### config.mk
export PLATFORM = sky130hd
export DESIGN_NAME = shift_reg_piso_tx
export DESIGN_NICKNAME = d
export VERILOG_FILES = /design/src/rtl/shift_reg_piso_tx.sv
export SDC_FILE = /design/constraint.sdc
export NUM_CORES = 1
export LEC_CHECK = 0
export ABC_AREA = 1
export BUFFER_PORTS_ARGS = -buffer_cell sky130_fd_sc_hd__buf_2
export CORE_MARGIN = 3
export CORE_UTILIZATION = 48
export DETAILED_ROUTE_END_ITERATION = 6
export PLACE_DENSITY_LB_ADDON = 0.15
export SYNTH_ARGS = -nofsm -noshare
export SYNTH_HDL_FRONTEND = slang
export SYNTH_SLANG_ARGS = --single-unit
### constraint.sdc
create_clock -name clk -period 1.5 [get_ports clk]
set_input_delay 0.15 -clock clk [delete_from_list [all_inputs] [get_ports clk]]
set_output_delay 0.15 -clock clk [all_outputs]
set_load 0.03 [all_outputs]
### src/rtl/shift_reg_piso_tx.sv
// Parallel-in serial-out transmitter, MSB first, with a one-word holding buffer
// so consecutive words stream out without a gap.
module shift_reg_piso_tx #(
  parameter int WIDTH = 4
) (
  input  logic             clk,
  input  logic             reset_n,
  input  logic [WIDTH-1:0] din,
  input  logic             din_valid,
  output logic             din_ready,
  output logic             sdo,
  output logic             sdo_en,
  output logic             busy,
  output logic             done
);

  localparam int CW = (WIDTH > 1) ? $clog2(WIDTH) : 1;

  typedef enum logic {IDLE, SHIFT} state_e;

  state_e           state_q, state_d;
  logic [WIDTH-1:0] shift_q, shift_d;
  logic [WIDTH-1:0] hold_q, hold_d;
  logic             hold_full_q, hold_full_d;
  logic [CW-1:0]    cnt_q, cnt_d;
  logic             done_q, done_d;
  logic             accept;
  logic             last_bit;

  always_ff @(posedge clk or negedge reset_n) begin
    if (!reset_n) begin
      state_q     <= IDLE;
      shift_q     <= '0;
      hold_q      <= '0;
      hold_full_q <= 1'b0;
      cnt_q       <= '0;
      done_q      <= 1'b0;
    end else begin
      state_q     <= state_d;
      shift_q     <= shift_d;
      hold_q      <= hold_d;
      hold_full_q <= hold_full_d;
      cnt_q       <= cnt_d;
      done_q      <= done_d;
    end
  end

  // On the last-bit edge a buffered word wins over a fresh accept; the buffer
  // is full there, so din_ready is already low and no accept can collide.
  always_comb begin
    accept      = din_valid & ~hold_full_q;
    last_bit    = (cnt_q == CW'(WIDTH - 1));
    state_d     = state_q;
    shift_d     = shift_q;
    hold_d      = hold_q;
    hold_full_d = hold_full_q;
    cnt_d       = cnt_q;
    done_d      = 1'b0;
    case (state_q)
      IDLE: begin
        if (accept) begin
          shift_d = din;
          cnt_d   = '0;
          state_d = SHIFT;
        end
      end
      SHIFT: begin
        if (!last_bit) begin
          shift_d = {shift_q[WIDTH-2:0], 1'b0};
          cnt_d   = cnt_q + 1'b1;
          if (accept) begin
            hold_d      = din;
            hold_full_d = 1'b1;
          end
        end else begin
          done_d = 1'b1;
          if (hold_full_q) begin
            shift_d     = hold_q;
            hold_full_d = 1'b0;
            cnt_d       = '0;
          end else if (accept) begin
            shift_d = din;
            cnt_d   = '0;
          end else begin
            state_d = IDLE;
          end
        end
      end
      default: state_d = IDLE;
    endcase
  end

  always_comb begin
    din_ready = ~hold_full_q;
    sdo_en    = (state_q == SHIFT);
    sdo       = (state_q == SHIFT) & shift_q[WIDTH-1];
    busy      = (state_q == SHIFT) | hold_full_q;
    done      = done_q;
  end

endmodule

==> out/summary.txt <==
Vias in the first global route: 469
Area leader, netlist: dfrtp_1
Worst EP required: 1.35 ns
First drt pass iteration count: 4
Final period util: 91.68%
Worst Setup EP: busy
Root Driver: clkbuf_4
Final std cells w/o fill: 117
# setup viols final: 0
Avg Synthesized Cell Area: 7.493 sq um
Utilization after layout: 64.13%
Layout cells sized above 1: 21.36%
Proportion of synthesized area in mux cells: 0%
Register Area: 325.3 sq um
Vias/cell: 4.966
Critical path capture point type: output port
Placed Instance Area: 724.4 sq um
Initial DRC count: 14
WP data arrival: 1.23 ns
Leak pwr: 0.4373 nW
Commonest non-fill, non-tap cell in the layout: nand2_1
Core Area: 1186 sq um
DP Cell Count: 112
Routed WL: 1.239 mm
Syn_nets: 95
Largest net degree at the start of global routing: 14
Pwr dens: 2115 nW/um^2
Final min period: 1.375 ns
Status: completed
Overall power: 1.609 mW
Syn Inst Count: 87
Die area: 1836 sq um
Most frequent cells in the layout: 28 x nand2_1, 13 x dfrtp_1, 12 x nand3_1
Post-synthesis cell type count: 12
Setup_tns: 0 ns
Rel. slew slack: 80.69%
Area fraction in compound gates after synthesis: 4.415%
Top cells by area, synth: dfrtp_1 50%, nand2_1 16%, nand3_1 9.2%, nor2_1 6.3%, inv_1 5.8%
Worst skew pair latency: 0.27 ns
Die Wd: 42.85 um
Main combinational cell family by area after synthesis: simple AND/OR/NAND/NOR gates
Hold slack: 0.1308 ns
Routed Antenna Nets: 0
GR Util All Layers: 15.11%
Reg-to-Reg Start: cnt_q[0]
Rows: 12
Max Fanout on Critical Path: 9
Ports: 12
Fillers: 113
#FFs+latches synth: 13
Kind of critical path: flop to output port
Post-Synth Adder-Cell Area: 1.919%
Unrepaired setup endpoints after global routing: false
Detail Placement HPWL: 922.6 um
Max Cap Violations: 0
Congestion Overflow GR: 0
Initial antenna violation count: 0
Top cell type's share of synthesized area: 49.90%
Wirelength per Cell: 10.59 um
Global placement routability congestion: 0.8076
Register-to-Register Path Depth: 5
HP Class: input port to flop
Dpl ws: 0.2689 ns
Post-Layout Inst Area: 760.7 sq um
Number of buffers created by CTS: 3
Slew Limit Fails: 0
CTS tree: built
N_diodes: 0
PnR worst setup slack: 0.1247 ns
Simple-Gate Fraction of Synth Area: 36.28%
Max clock buf depth: 2
First-pass GRT wire length: 2.007 mm
Sequential-to-total area share from yosys stat: 49.90%
Clk pin slew, worst setup/hold paths: 0.07 ns
Peak supply drop: 0.9615 mV
XOR/XNOR Fraction of Synth Area: 0%
Ys Warns: 0
Worst reg2reg endpoint: hold_q[3]
Hold Fails Final Rpt: 0
Total number of vias: 581
Sink Count: 13
FF-to-FF setup slack: 0.27 ns
Die H: 42.85 um
Synth Cell Area: 651.9 sq um
Crit path launch type: flop
Layout Skew: 0.002243 ns
DRC: 0
Critical Path Start: hold_full_q
Slew @ Worst Pin: 0.2896 ns
H-tree lvl count: 1
Area Growth Syn to Fin: 16.70%
Initial Util: 54.96%
Area occupied by multi-input gates: 277.8 sq um
Max Fclk: 0.7271 GHz
Hold wc startpoint: din[2]
NumNets Final: 112
Buffers on Ports: 11
-- worst min path at each step --
stage,end,slack (ns),depth (start not counted)
final,hold_q[2],0.13,3
after global routing,hold_q[0],0.13,3
after floorplan,cnt_q[0],-0.15,0
after detailed placement,done,0.05,1
after CTS,hold_q[3],0.13,3
after global placement,hold_q[1],0.05,1
-- final cells by class --
cell class / instances / share of cell area [%]
Tap cell: 14 / 2.303
Multi-Input combinational cell: 61 / 36.51
Clock buffer: 4 / 3.454
Sequential cell: 13 / 42.76
Timing Repair Buffer: 12 / 8.553
Inverter: 13 / 6.414
-- timing repair --
action,4_1_cts,5_1_grt
setup buffers,0,0
hold buffers,1,0
resized for setup,0,0
endpoints found under the hold margin,13,0
-- cells in the mapped netlist (all sizes together) --
cell / instances
nor2: 13
ha: 1
o21ai: 5
dfrtp: 13
inv: 13
nand2: 30
nand3: 12
-- state kept, by name, summed over array words and instances, names as in the netlist --
| signal | flops |
|---|---|
| cnt_q | 2 |
| hold_q | 4 |
| shift_q | 4 |
| sdo_en | 1 |
| hold_full_q | 1 |
| done | 1 |
-- power breakdown --
group	switching [mW]	internal (mW)
logic	0.525	0.247
clock network	0.108	0.103
registers	0.117	0.509
total	0.751	0.859
-- logic make-up after synthesis --
logic type                 after synthesis
buffers and inverters                   13
adders and majority gates                1
AOI/OAI and AO/OA                        5
and+or+nand+nor                         55
DFF                                     13
-- critical path, cell delays in order (launching register included) --
cell     delay (ns)
dfrtp_1        0.51
inv_2          0.16
nand2_1        0.09
buf_2          0.19
-- per-layer routing --
layer	up-vias	routed length, um	track usage [%]
met1	256	575	21.49
met2	20	549	20.06
met3	4	89	3.814
met5	-	0	0
li1	301	-	-
met4	0	25	9.317
Power figures use the tool's default switching activity.
